===== src/rtl/control_unit_if.sv =====
// control_unit_if: control and memory-handshake bundle between the sequencer and the datapath/memory side.
interface control_unit_if;
  logic [15:0] Instruction;
  logic        Status;
  logic        mem_ack;
  logic [8:0]  LoadSignal;
  logic [5:0]  TransferSignal;
  logic [2:0]  ALOP;
  logic        mem_rd;
  logic        mem_wr;
  logic        halted;
  logic        illegal;
  modport master (
    input  Instruction, Status, mem_ack,
    output LoadSignal, TransferSignal, ALOP, mem_rd, mem_wr, halted, illegal
  );
  modport slave (
    output Instruction, Status, mem_ack,
    input  LoadSignal, TransferSignal, ALOP, mem_rd, mem_wr, halted, illegal
  );
endinterface


===== src/rtl/control_unit.sv =====
// control_unit: multi-cycle Moore sequencer for the 16-bit stack CPU.
// Define ILLEGAL_TRAP_EN to trap illegal opcodes into HALT with a sticky illegal flag.
module control_unit #(
  parameter logic [2:0] ALU_PASS = 3'b000,
  parameter logic [2:0] ALU_INC  = 3'b001,
  parameter logic [2:0] ALU_DEC  = 3'b010,
  parameter logic [2:0] ALU_ADD  = 3'b011
) (
  input logic clk,
  input logic reset,
  control_unit_if.master bus
);
  localparam logic [4:0] F0 = 5'd0, F1 = 5'd1, F2 = 5'd2, DEC = 5'd3;
  localparam logic [4:0] P0 = 5'd4, P1 = 5'd5, P2 = 5'd6, P3 = 5'd7;
  localparam logic [4:0] Q0 = 5'd8, Q1 = 5'd9, Q2 = 5'd10, Q3 = 5'd11;
  localparam logic [4:0] A0 = 5'd12, A1 = 5'd13, A2 = 5'd14, A3 = 5'd15;
  localparam logic [4:0] A4 = 5'd16, A5 = 5'd17, A6 = 5'd18, A7 = 5'd19;
  localparam logic [4:0] B0 = 5'd20, B1 = 5'd21, HALT = 5'd22;
  localparam logic [8:0] LD_R = 9'h001, LD_PC = 9'h002, LD_SP = 9'h004, LD_F = 9'h008, LD_T = 9'h010;
  localparam logic [8:0] LD_MAR = 9'h020, LD_MDM = 9'h040, LD_MDZ = 9'h080, LD_IR = 9'h100;
  localparam logic [5:0] TR_R = 6'h01, TR_PC = 6'h02, TR_SP = 6'h04, TR_MDR = 6'h10, TR_L = 6'h20;
  logic [4:0] state, next_state;
  logic [2:0] op;
  logic       ack, ill_q;
  logic [8:0] ld;
  logic [5:0] tr;
  logic [2:0] alop;
  logic       rd, wr;
  assign op  = bus.Instruction[14:12];
  assign ack = bus.mem_ack;
`ifdef ILLEGAL_TRAP_EN
  localparam logic TRAP_EN = 1'b1;
  always_ff @(posedge clk)
    ill_q <= reset ? 1'b0 : ill_q | (state == DEC && !bus.Instruction[15] && op[2] && op[1:0] != 2'b00);
`else
  localparam logic TRAP_EN = 1'b0;
  assign ill_q = 1'b0;
`endif
  always_comb begin
    next_state = state;
    case (state)
      F0:         next_state = F1;
      F1:         next_state = ack ? F2 : F1;
      F2:         next_state = DEC;
      DEC:        next_state = bus.Instruction[15] ? (bus.Status ? B0 : F0) :
                               (op == 3'b000 || op == 3'b011) ? P0 :
                               op == 3'b001 ? Q0 :
                               op == 3'b010 ? A0 :
                               (op == 3'b100 || TRAP_EN) ? HALT : F0;
      P3, A7:     next_state = ack ? F0 : state;
      Q1, A1, A5: next_state = ack ? state + 5'd1 : state;
      Q3, B1:     next_state = F0;
      HALT:       next_state = HALT;
      default:    next_state = state + 5'd1;
    endcase
  end
  // ldIR/ldMDM are the only outputs qualified by the ack; everything else is pure state decode
  always_comb begin
    ld   = '0;
    tr   = '0;
    alop = ALU_PASS;
    rd   = 1'b0;
    wr   = 1'b0;
    case (state)
      F0:                 begin tr = TR_PC; ld = LD_MAR; end
      F1:                 begin rd = 1'b1; ld = ack ? LD_IR : '0; end
      F2:                 begin tr = TR_PC; alop = ALU_INC; ld = LD_PC; end
      P0:                 begin tr = TR_SP; alop = ALU_DEC; ld = LD_SP; end
      P1, Q0, A0, A4:     begin tr = TR_SP; ld = LD_MAR; end
      P2:                 begin tr = (op == 3'b011) ? TR_L : TR_R; ld = LD_MDZ; end
      P3, A7:             wr = 1'b1;
      Q1, A1, A5:         begin rd = 1'b1; ld = ack ? LD_MDM : '0; end
      Q2:                 begin tr = TR_MDR; ld = LD_R; end
      Q3, A3:             begin tr = TR_SP; alop = ALU_INC; ld = LD_SP; end
      A2:                 begin tr = TR_MDR; ld = LD_T; end
      A6:                 begin tr = TR_MDR; alop = bus.Instruction[2:0]; ld = LD_MDZ | LD_F; end
      B0:                 begin tr = TR_PC; ld = LD_T; end
      B1:                 begin tr = TR_L; alop = ALU_ADD; ld = LD_PC; end
      default:            ;
    endcase
  end
  always_ff @(posedge clk)
    state <= reset ? F0 : next_state;
  assign bus.LoadSignal     = reset ? '0 : ld;
  assign bus.TransferSignal = reset ? '0 : tr;
  assign bus.ALOP           = reset ? '0 : alop;
  assign bus.mem_rd         = !reset && rd;
  assign bus.mem_wr         = !reset && wr;
  assign bus.halted         = !reset && state == HALT;
  assign bus.illegal        = !reset && ill_q;
endmodule


===== src/flat_wrapper.sv =====
// flat-port wrapper written by rule: the top's interface ports become plain ports
module control_unit_flat 
#(
  parameter logic [2:0] ALU_PASS = 3'b000,
  parameter logic [2:0] ALU_INC  = 3'b001,
  parameter logic [2:0] ALU_DEC  = 3'b010,
  parameter logic [2:0] ALU_ADD  = 3'b011
)
  (clk, reset, bus_Instruction, bus_Status, bus_mem_ack, bus_LoadSignal, bus_TransferSignal, bus_ALOP, bus_mem_rd, bus_mem_wr, bus_halted, bus_illegal);
  control_unit_if bus_i ();
  input logic clk;
  input logic reset;
  input wire logic [$bits(bus_i.Instruction)-1:0] bus_Instruction;
  input wire logic [$bits(bus_i.Status)-1:0] bus_Status;
  input wire logic [$bits(bus_i.mem_ack)-1:0] bus_mem_ack;
  output wire logic [$bits(bus_i.LoadSignal)-1:0] bus_LoadSignal;
  output wire logic [$bits(bus_i.TransferSignal)-1:0] bus_TransferSignal;
  output wire logic [$bits(bus_i.ALOP)-1:0] bus_ALOP;
  output wire logic [$bits(bus_i.mem_rd)-1:0] bus_mem_rd;
  output wire logic [$bits(bus_i.mem_wr)-1:0] bus_mem_wr;
  output wire logic [$bits(bus_i.halted)-1:0] bus_halted;
  output wire logic [$bits(bus_i.illegal)-1:0] bus_illegal;
  assign bus_i.Instruction = bus_Instruction;
  assign bus_i.Status = bus_Status;
  assign bus_i.mem_ack = bus_mem_ack;
  assign bus_LoadSignal = bus_i.LoadSignal;
  assign bus_TransferSignal = bus_i.TransferSignal;
  assign bus_ALOP = bus_i.ALOP;
  assign bus_mem_rd = bus_i.mem_rd;
  assign bus_mem_wr = bus_i.mem_wr;
  assign bus_halted = bus_i.halted;
  assign bus_illegal = bus_i.illegal;
  control_unit #(.ALU_PASS(ALU_PASS), .ALU_INC(ALU_INC), .ALU_DEC(ALU_DEC), .ALU_ADD(ALU_ADD)) u_core (.clk(clk), .reset(reset), .bus(bus_i));
endmodule

===== config.mk =====
export PLATFORM = sky130hd
export DESIGN_NAME = control_unit_flat
export DESIGN_NICKNAME = d
export VERILOG_FILES = /design/src/rtl/control_unit_if.sv /design/src/rtl/control_unit.sv /design/src/flat_wrapper.sv
export SDC_FILE = /design/constraint.sdc
export NUM_CORES = 1
export LEC_CHECK = 0
export CORE_UTILIZATION = 42
export DETAILED_ROUTE_END_ITERATION = 8
export GPL_TIMING_DRIVEN = 0
export PLACE_DENSITY = 0.79
export SLEW_MARGIN = 0
export SYNTH_ARGS = -nofsm -noshare
export SYNTH_HDL_FRONTEND = slang
export SYNTH_SLANG_ARGS = --single-unit

===== constraint.sdc =====
create_clock -name clk -period 2.18 [get_ports clk]
set_clock_uncertainty 0.1 [all_clocks]
set_input_delay 0.327 -clock clk [delete_from_list [all_inputs] [get_ports clk]]
set_output_delay 0.327 -clock clk [all_outputs]
set_load 0.005 [all_outputs]

Yosys cells after proc, flatten, opt, wreduce, memory -nomap -nowiden
Cells that the tools add are included.
Storage, ports and cells
  register bits after elaboration: 5
  output and inout bits: 22
  word-level logic and storage cells: 71
  bits of input ports: 20
Operators by class
  reductions and logical operators: 20
  multiplexer cells: 21
  add/sub/neg operators: 1
  equality and inequality tests: 28
Operators with widths (count)
  one-hot mux 9 bit (9 select lines): 1
  equality test 5 x 4 -> 1 bit, second input constant: 8
  two-way mux 5 bit: 8
  one-hot mux 5 bit (8 select lines): 1
  equality test 5 bit, second input constant: 7
  one-hot mux 6 bit (5 select lines): 1
  equality test 5 x 3 -> 1 bit, second input constant: 4
  two-way mux 9 bit: 2
  OR reduction 3 bit: 5
  two-way mux 6 bit: 2
  one-hot mux 3 bit (4 select lines): 1
  equality test 5 x 2 -> 1 bit, second input constant: 2
  OR reduction 2 bit: 4
  two-way mux 7 bit: 1
  OR reduction 7 bit: 1
  equality test 3 x 2 -> 1 bit, second input constant: 2
  adder 5 x 1 -> 5 bit, second input constant: 1
  equality test 5 x 1 -> 1 bit, second input constant: 1
  zero test 5 bit: 1
  OR reduction 5 bit: 1
  != test 2 bit, second input constant: 2
  OR reduction 4 bit: 1
  equality test 3 x 1 -> 1 bit, second input constant: 1
  equality test 3 bit, second input constant: 1
  other kinds (8): 11

Longest topological paths before layout
Gate-level depths: netlist of run 1.
  depth in word-level cells: 7
  gate-level depth with buffers: 7
  depth with buffers taken out: 6

Least setup slack after synthesis of run 1
No wires, ideal clock.
  path kind: register to output
  start: register u_core.state[0]
  end: output port bus_ALOP[0]
  stages on the path, launching flop included: 8
  buffers on the path: 1
  data arrival time: 1545 ps
  path slack: 208 ps
  cell sequence: dfxtp_1 inv_1 ha_1 clkbuf_1 or3b_2 a21oi_1 a211oi_1 nor2_1
On the way
  longest elaborated chain between the ends: 4
  elaborated cells between the ends (all ways): 9
Ends and longest elaborated chain
  start: declaration: RTL line control_unit.sv:22  | logic [4:0] state, next_state;
  start signal: assignment: RTL line control_unit.sv:83  | state <= reset ? F0 : next_state;
  equality test 5 x 2 -> 1 bit or equality test 5 x 4 -> 1 bit (tied branches): RTL line control_unit.sv:64  | case (state)
  OR reduction 3 bit (no line)
  one-hot mux 3 bit (4 select lines) (*): RTL line control_unit.sv:64
  two-way mux 3 bit (*): RTL line control_unit.sv:86  | assign bus.ALOP = reset ? '0 : alop;
  end: declaration: RTL line flat_wrapper.sv:18  | output wire logic [$bits(bus_i.ALOP)-1:0] bus_ALOP;
Every way passes the cells marked *; elsewhere a longest branch is shown, timed or not.

Worst setup path after layout of run 1
  start: register u_core.state[1]
  end: output port bus_ALOP[0]
The elaborated chain is that of the path after synthesis.

==> results of run 1 <==
## worst min-delay path by stage
stage,end,depth (start not counted)
CTS,u_core.state[1]$_SDFFE_PP0P_,3
floorplan,u_core.state[3]$_SDFFE_PP0P_,3
global route,u_core.state[1]$_SDFFE_PP0P_,3
global placement,u_core.state[1]$_SDFFE_PP0P_,3
detailed placement,u_core.state[1]$_SDFFE_PP0P_,3
finish,u_core.state[1]$_SDFFE_PP0P_,3
## tightest hold or removal path, delay by kind of cell (launching register included)
| family | cells | cell delay (ps) |
|---|---|---|
| AOI/OAI and AO/OA | 2 | 200 |
| buffers and inverters | 1 | 90 |
| DFF | 1 | 360 |
## routing by layer
layer	vias to the layer above	routed length [um]
met5	-	0
met4	0	191
met3	24	312
met2	117	1833
met1	609	1503
li1	608	-
## area by class of cell
cell class | instances | area [um2] | area share, %
timing repair buffer | 46 | 410.4 | 25.62
buffer | 12 | 118.9 | 7.422
clock buffer | 4 | 26.28 | 1.641
inverter | 8 | 37.54 | 2.344
multi-input combinational | 114 | 859.6 | 53.67
sequential | 5 | 115.1 | 7.187
tap | 27 | 33.78 | 2.109
## synthesized netlist by cell type (all sizes together), types with 2 or more instances
cell type | number | area share (%)
inv | 7 | 2.7
nor4b | 2 | 1.8
nor2 | 15 | 5.9
nand3 | 6 | 3.1
o221ai | 2 | 2.5
a31oi | 5 | 3.9
nand2b | 5 | 3.3
o22a | 2 | 1.8
dfxtp | 5 | 10
a211oi | 2 | 1.6
a41o | 3 | 3.1
mux2i | 2 | 2.1
nand2 | 11 | 4.3
a21oi | 9 | 4.7
clkbuf | 4 | 1.6
o211ai | 2 | 1.6
ha | 5 | 6.5
buf | 9 | 6.7
or3b | 2 | 1.8
nor3 | 10 | 5.2
xnor2 | 2 | 1.8
nor2b | 6 | 3.9
## per-stage QoR
stage               cell area (um2)  cells  TNS [ps]
CTS                            1493    208    -298.2
finish                         1602    216    -36.90
global route                   1602    216    -263.3
floorplan                     960.9    140         0
global placement               1295    197     -4080
detailed placement             1295    197     -4476
## power by group through the flow
stage	clock network [uW]	logic, uW	registers (uW)
global placement	0	611	137
CTS	113	750	152
floorplan	0	440	131
global route	113	971	160
finish	107	915	156
detailed placement	0	623	138
## what timing repair did
action                                  CTS  global route
pin swaps                                 1             4
endpoints found under the setup margin   20            13
resized for setup                        61            21
cloned                                    0             0
setup buffers                             8             9
## cells by family after synthesis
family	Yosys count	share of synthesized area [%]
adders and majority gates	5	6.536
DFF	5	10.46
muxes	2	2.092
xor gates and xnor gates	2	1.830
and+or+nand+nor	66	36.60
AOI/OAI and AO/OA	37	30.72
buffers and inverters	21	11.37
other	1	0.3918
==> qor.csv, run 1 <==
metric,value,unit
outcome,"finished, violations left",
failing checks,setup timing,
antenna violations before repair,0,
WS Path Type,reg -> out,
Total Power,1178,uW
Post-synth ARST share,0,%
M1 GR Usage,34.25,%
Synth Cell Area,957.2,um2
# rows,16,
Sequential Power Share,13.3,%
switch share,45.44,%
die boundary width,49.74,um
Startpoint Class,flip-flop,
GRT Total Usage,28.02,%
WP depth,9,
fin util,78.43,%
Hold Path Origin,u_core.state[1]$_SDFFE_PP0P_,
CTS tree,yes,
worst slew pin tran,530.8,ps
Filler cells,145,
Final ANT Viol Nets,0,
FF-to-FF Start,u_core.state[1]$_SDFFE_PP0P_,
most frequent cells in the layout,"buf_4, nor2_1, dlygate4sd2_1, nand2_1, nor3_1",
I/O pin cnt,42,
Lkg Pwr,0.0007472,uW
Nets,215,
met3 usage,1.235,%
clk root buf,clkbuf_4,
pre-CTS WS,-534.9,ps
min cycle time layout,2217,ps
Fin Hold WS,588.9,ps
largest net degree at the start of global routing,11,
layout cells sized above 1,34.39,%
first-pass GRT wire length,5354,um
layer with the highest usage,met2,
total number of vias,1358,
total grt overflow,0,
CP Launch Point,u_core.state[1]$_SDFFE_PP0P_,
Largest Register,u_core.state,
Max Clock Freq,451.1,MHz
max cap viols,0,
Int Pwr,642.7,uW
Slowest cell on crit path,dfxtp_4,
Clock Sink Count,5,
unique cell type count in the Yosys netlist,49,
Crit. End Element,output pin,
power per cell area,735.5,mW/mm2
Tcrit/Tclk final,101.7,%
"slowest stage delay, CP",370,ps
relative max-transition margin,64.11,%
Post-CTS Hold Buffers,0,
final WL,3841,um
critical-path cell list,inv_2 -> ha_1 -> buf_6 -> nand3_1 -> a21oi_2 -> buf_4 -> a211oi_1 -> nor2_1 -> clkdlybuf4s15_2,
Ys Warns,0,
Critical Path RT,1750,ps
R2R depth,9,
H-tree Lvls,1,
#FFs+latches synth,5,
Setup crit end,bus_ALOP[0],
max reg flops,5,
Buf/Inv on CP,4,
Post-synth EDFFs,0,
RSZ-0062 raised after global routing,yes,
drt wl/cell,17.78,um
number of diodes,0,
CP Max Fanout,8,
final setup fails,1,
die footprint,0.002474,mm2
Slew Limit Fails,0,
Detailed Place HPWL,2302,um
# port buffers,30,
vias per std cell,6.287,
Routability Congestion,0.8844,
CTS buffer count,3,
RR Endpoint,u_core.state[4]$_SDFFE_PP0P_,
power share of the clock group,9.1,%
DRT iter0 DRCs,80,
Syn Area/Cell,6.886,um2
worst path arrival time,1790,ps
GR Layer Usage met2,49.10,%
DRC viols,0,
Comb pwr share,77.6,%
Fin. Hold Viols,0,
top_reg_cell synth,dfxtp_1,
Initial Util,46.88,%
final setup margin,-36.90,ps
P&R area growth vs syn,67.32,%
drt pass-1 iters,6,
die height,49.74,um
clock latency on the worst-skew pair,240,ps
"commonest non-fill, non-tap cell in the layout",buf_4,
largest registers,u_core.state x5,
top cell family by delay on the critical path,buffers and inverters,
maximum vdd drop,640.8,uV
clk slew on worst S/H paths,40,ps
vias in the first global route,1198,
sequential fraction of the synthesis area,10.46,%
Max clock buf depth,2,
Switching Power,535.2,uW
Hold Path Class,reg -> reg,
CORE AREA,0.002042,mm2
Syn Inst Count,139,
R2R Setup Slk,20,ps
Note: power is estimated with default switching activity, not from simulation.
==> inputs of run 2 (changes only) <==
--- a/config.mk
+++ b/config.mk
@@ -5,6 +5,7 @@
 export SDC_FILE = /design/constraint.sdc
 export NUM_CORES = 1
 export LEC_CHECK = 0
+export CORE_MARGIN = 4
 export CORE_UTILIZATION = 42
 export DETAILED_ROUTE_END_ITERATION = 8
 export GPL_TIMING_DRIVEN = 0
==> qor.csv, run 2 (same netlist as run 1, synthesis figures left out) <==
metric,value,unit,change
FF-to-FF Start,u_core.state[1]$_SDFFE_PP0P_,,
DRC viols,0,,unchanged
DRT iter0 DRCs,57,,-29%
R2R Setup Slk,160,ps,+140 ps
relative max-transition margin,59.26,%,-4.9 points
largest net degree at the start of global routing,11,,unchanged
Comb pwr share,76.5,%,-1.1 points
Final ANT Viol Nets,0,,unchanged
vias in the first global route,1202,,+0.33%
total grt overflow,0,,unchanged
RR Endpoint,u_core.state[2]$_SDFFE_PP0P_,,
clk root buf,clkbuf_4,,
Critical Path RT,1750,ps,about the same
# rows,17,,+1
antenna violations before repair,0,,unchanged
Post-CTS Hold Buffers,0,,unchanged
power per cell area,716.9,mW/mm2,-2.5%
CP Max Fanout,5,,-3
Lkg Pwr,0.0007411,uW,-0.81%
I/O pin cnt,42,,unchanged
WS Path Type,reg -> out,,
most frequent cells in the layout,"buf_4, nor2_1, dlygate4sd2_1, nand2_1, nor3_1",,
Final Cell Area,0.001549,mm2,-3.3%
number of diodes,0,,unchanged
CTS tree,yes,,
Routability Congestion,0.9185,,+3.9%
Max Clock Freq,469.3,MHz,+4.0%
CORE AREA,0.002191,mm2,+7.3%
vias per std cell,6.128,,-2.5%
Slew Limit Fails,0,,unchanged
Fin Hold WS,531.0,ps,-57.85 ps
min cycle time layout,2131,ps,-85.86 ps
Hold Path Class,in -> reg,,
clk slew on worst S/H paths,40,ps,about the same
Sequential Power Share,14.2,%,+0.9 points
final setup margin,48.96,ps,+85.86 ps
Detailed Place HPWL,2320,um,+0.78%
Tcrit/Tclk final,97.75,%,-3.9 points
final setup fails,0,,-1
largest registers,u_core.state x5,,
Area after DPL,0.001296,mm2,about the same
H-tree Lvls,1,,unchanged
drt wl/cell,16.63,um,-6.5%
maximum vdd drop,867.7,uV,+35%
pre-CTS WS,-497.6,ps,+37.28 ps
GRT Total Usage,21.66,%,-6.4 points
Crit. End Element,output pin,,
Largest Register,u_core.state,,
Filler cells,172,,+19%
die height,55.74,um,+12%
max cap viols,0,,unchanged
Initial Util,43.69,%,-3.2 points
Nets,209,,-2.8%
worst slew pin tran,604.8,ps,+73.98 ps
CTS buffer count,3,,unchanged
Startpoint Class,flip-flop,,
Setup crit end,bus_ALOP[0],,
CP Launch Point,u_core.state[0]$_SDFFE_PP0P_,,
power share of the clock group,9.4,%,+0.3 points
RSZ-0062 raised after global routing,yes,,
Clock Sink Count,5,,unchanged
Max clock buf depth,2,,unchanged
die boundary width,55.74,um,+12%
total number of vias,1293,,-4.8%
die footprint,0.003107,mm2,+26%
"commonest non-fill, non-tap cell in the layout",buf_4,,
final WL,3509,um,-8.6%
worst path arrival time,1700,ps,-90 ps
Fin. Hold Viols,0,,unchanged
outcome,finished clean,,
# port buffers,30,,unchanged
drt pass-1 iters,5,,-1
clock latency on the worst-skew pair,240,ps,about the same
max reg flops,5,,unchanged
layout cells sized above 1,33.33,%,-1.1 points
R2R depth,8,,-1
first-pass GRT wire length,5526,um,+3.2%
Int Pwr,609.4,uW,-5.2%
switch share,45.13,%,-0.31 points
P&R area growth vs syn,61.83,%,
Switching Power,501.1,uW,-6.4%
run 2: cell types whose count changed in the layout (fill, tap and decap cells not counted), moves of 2 or more:
cell and change:
buf_2 +2, clkdlybuf4s15_2 -2, buf_4 -4, a211oi_1 -2, dlymetal6s2s_1 +2, a211oi_2 +2
run 2: power by group through the flow:
stage | clock network, uW | logic (uW) | registers [uW]
after CTS | 112 | 778 | 150
after floorplan | 0 | 440 | 131
after detailed placement | 0 | 630 | 137
after global routing | 118 | 913 | 161
after global placement | 0 | 611 | 135
final | 104 | 849 | 157
run 2: worst min path at each step:
stage,end,start,depth (start not counted)
2_1_floorplan,u_core.state[3]$_SDFFE_PP0P_,bus_Instruction[15],3
3_3_place_gp,u_core.state[1]$_SDFFE_PP0P_,u_core.state[1]$_SDFFE_PP0P_,3
3_5_place_dp,u_core.state[1]$_SDFFE_PP0P_,u_core.state[1]$_SDFFE_PP0P_,3
4_1_cts,u_core.state[1]$_SDFFE_PP0P_,u_core.state[1]$_SDFFE_PP0P_,3
5_1_grt,u_core.state[3]$_SDFFE_PP0P_,bus_Instruction[13],5
6_report,u_core.state[3]$_SDFFE_PP0P_,bus_Instruction[13],5
run 2: per-stage QoR:
| step | setup TNS (ps) | power (uW) | std cells | util [%] |
|---|---|---|---|---|
| 2_1_floorplan | 0 | 571.4 | 140 | - |
| 3_3_place_gp | -4023 | 746.8 | 198 | 59.17 |
| 3_5_place_dp | -4532 | 767.3 | 198 | 59.17 |
| 4_1_cts | -254.9 | 1040 | 210 | 68.13 |
| 5_1_grt | -57.36 | 1192 | 211 | 70.70 |
| 6_report | 0 | 1110 | 211 | 70.70 |
run 2: worst max-delay path, stage by stage (launching register included):
cell and delay [ps]:
dfxtp_4 360, inv_6 70, ha_4 160, or3b_4 380, a21oi_2 140, buf_4 120, a211oi_2 30, nor2_1 80
buf_2 120
run 2: per-layer routing:
layer	GRT usage, %	vias to the layer above	wire length (um)
met5	0	-	0
met4	10.07	0	86
met3	3.480	11	275
met2	38.68	83	1757
met1	24.86	605	1389
li1	-	594	-
run 2: layout make-up:
cell class / count / area [um2] / area share, %
multi-input cells: 114 / 868.3 / 56.06
inverters: 8 / 40.04 / 2.585
plain buffers: 12 / 108.9 / 7.027
well taps: 28 / 35.03 / 2.262
flip-flops and latches: 5 / 115.1 / 7.431
clock buffers: 4 / 26.28 / 1.696
repair buffers: 40 / 355.3 / 22.94
run 2: what timing repair did:
| action | in CTS | in global routing |
|---|---|---|
| endpoints found under the setup margin | 20 | 15 |
| buffers inserted | 9 | 1 |
| resized for setup | 59 | 25 |
| pin swaps | 3 | 4 |
| hold endpoints to repair | 0 | 0 |
==> inputs of run 3 (changes only) <==
==> constraint.sdc (replaced) <==
create_clock -name clk -period 2.1 [get_ports clk]
set_clock_uncertainty 0.1 [all_clocks]
set_input_delay 0.315 -clock clk [delete_from_list [all_inputs] [get_ports clk]]
set_output_delay 0.315 -clock clk [all_outputs]
set_load 0.005 [all_outputs]
==> qor.csv, run 3 (same netlist as run 1, synthesis figures left out) <==
metric,value,unit,change
Max Clock Freq,465.6,MHz,
total grt overflow,0,,unchanged
Post-CTS Hold Buffers,0,,unchanged
drt pass-1 iters,4,,-1
final WL,3481,um,-0.80%
RSZ-0062 raised after global routing,yes,,
Nets,205,,-1.9%
CP Max Fanout,5,,unchanged
Hold Path Depth,5,,unchanged
CTS buffer count,3,,unchanged
die footprint,0.003107,mm2,unchanged
die height,55.74,um,unchanged
Routability Congestion,0.9185,,unchanged
DRC viols,0,,unchanged
Crit. End Element,output pin,,
min cycle time layout,2148,ps,
CORE AREA,0.002191,mm2,unchanged
Startpoint Class,flip-flop,,
worst path arrival time,1730,ps,+30 ps
vias per std cell,6.222,,+1.5%
outcome,"finished, violations left",,
first-pass GRT wire length,5568,um,+0.76%
fin util,69.10,%,-1.6 points
most frequent cells in the layout,"nor2_1, dlygate4sd2_1, nand2_1, buf_4, nor3_1",,
vias in the first global route,1207,,+0.42%
drt wl/cell,16.82,um,+1.1%
number of diodes,0,,unchanged
Switching Power,518.7,uW,+3.5%
max cap viols,0,,unchanged
# port buffers,30,,unchanged
Critical Path RT,1680,ps,-70 ps
# rows,17,,unchanged
power share of the clock group,9.6,%,+0.2 points
Initial Util,43.69,%,unchanged
antenna violations before repair,0,,unchanged
Total Power,1128,uW,+1.6%
Final ANT Viol Nets,0,,unchanged
Sequential Power Share,14.8,%,+0.6 points
H-tree Lvls,1,,unchanged
register area,115.1,um2,unchanged
switch share,46.00,%,+0.87 points
R2R depth,7,,-1
maximum vdd drop,868.4,uV,about the same
Max clock buf depth,2,,unchanged
Slew Limit Fails,0,,unchanged
max reg flops,5,,unchanged
Tcrit/Tclk final,102.3,%,
Fin. Hold Viols,0,,unchanged
power per cell area,744.9,mW/mm2,+3.9%
failing checks,setup timing,,
largest registers,u_core.state x5,,
largest net degree at the start of global routing,11,,unchanged
final setup margin,-47.99,ps,-96.95 ps
Hold Path Class,in -> reg,,
Largest Register,u_core.state,,
die boundary width,55.74,um,unchanged
WS Path Type,reg -> out,,
clk root buf,clkbuf_4,,
Clock Sink Count,5,,unchanged
Int Pwr,609.1,uW,about the same
final setup fails,1,,+1
Detailed Place HPWL,2320,um,unchanged
Lkg Pwr,0.0007184,uW,-3.1%
"commonest non-fill, non-tap cell in the layout",nor2_1,,
clock latency on the worst-skew pair,240,ps,about the same
GRT Total Usage,21.59,%,-0.069 points
P&R area growth vs syn,58.17,%,
layout cells sized above 1,33.52,%,+0.19 points
DRT iter0 DRCs,87,,+53%
total number of vias,1288,,-0.39%
I/O pin cnt,42,,unchanged
clk slew on worst S/H paths,40,ps,about the same
CTS tree,yes,,
Filler cells,177,,+2.9%
multi-input logic area,858.3,um2,-1.2%
Comb pwr share,75.5,%,-1.0 points
run 3: layer usage:
metal	track usage, %	share of wire (%)	vias to the layer above
met2	37.67	48	90
met4	10.42	2.8	0
li1	-	-	589
met1	25.21	40	595
met3	3.712	8.4	14
met5	0	0	-
run 3: path summary, 6_finish.rpt:
| check | start | end | slack [ps] |
|---|---|---|---|
| worst min-delay path | bus_Instruction[12] | u_core.state[3]$_SDFFE_PP0P_ | 510 |
| worst min register to register | u_core.state[1]$_SDFFE_PP0P_ | u_core.state[1]$_SDFFE_PP0P_ | 590 |
| worst max-delay path | u_core.state[0]$_SDFFE_PP0P_ | bus_ALOP[0] | -50 |
| worst max register to register | u_core.state[0]$_SDFFE_PP0P_ | u_core.state[2]$_SDFFE_PP0P_ | 150 |
run 3: power groups by stage:
stage / Clock [uW] / Sequential [uW] / Combinational [uW]
after CTS: 116 / 149 / 740
after global placement: 0 / 141 / 635
after global routing: 124 / 170 / 914
after detailed placement: 0 / 142 / 654
after floorplan: 0 / 136 / 457
final: 109 / 167 / 852
run 3: area by class of cell:
class | count | share of cell area, %
sequential | 5 | 7.603
clock buffer | 4 | 1.736
tap | 28 | 2.314
inverter | 8 | 2.562
multi-input combinational | 114 | 56.69
buffer | 12 | 7.934
timing repair buffer | 36 | 21.16
run 3: critical path: stages, from the launching register on:
cell	delay, ps
dfxtp_4	360
inv_6	70
ha_4	180
or3b_4	390
a21oi_2	150
buf_4	120
a211oi_1	40
nor2_1	80
buf_2	110
run 3: timing repair:
action                                  CTS  global route
pin swaps                                 1             3
setup buffers                             5             1
gates cloned                              0             0
resized for setup                        56            38
endpoints found under the setup margin   22            14
run 3: stage by stage:
stage               area [um2]  worst slack, ps  hold slack [ps]  setup TNS (ps)  instances
global route              1514           -145.8            551.1          -271.4        207
floorplan                960.9            140.0            386.1               0        140
detailed placement        1296           -565.6            613.7           -5808        198
CTS                       1423           -261.2            615.9           -1294        206
global placement          1296           -552.8            581.4           -5287        198
finish                    1514           -47.99            510.7          -47.99        207
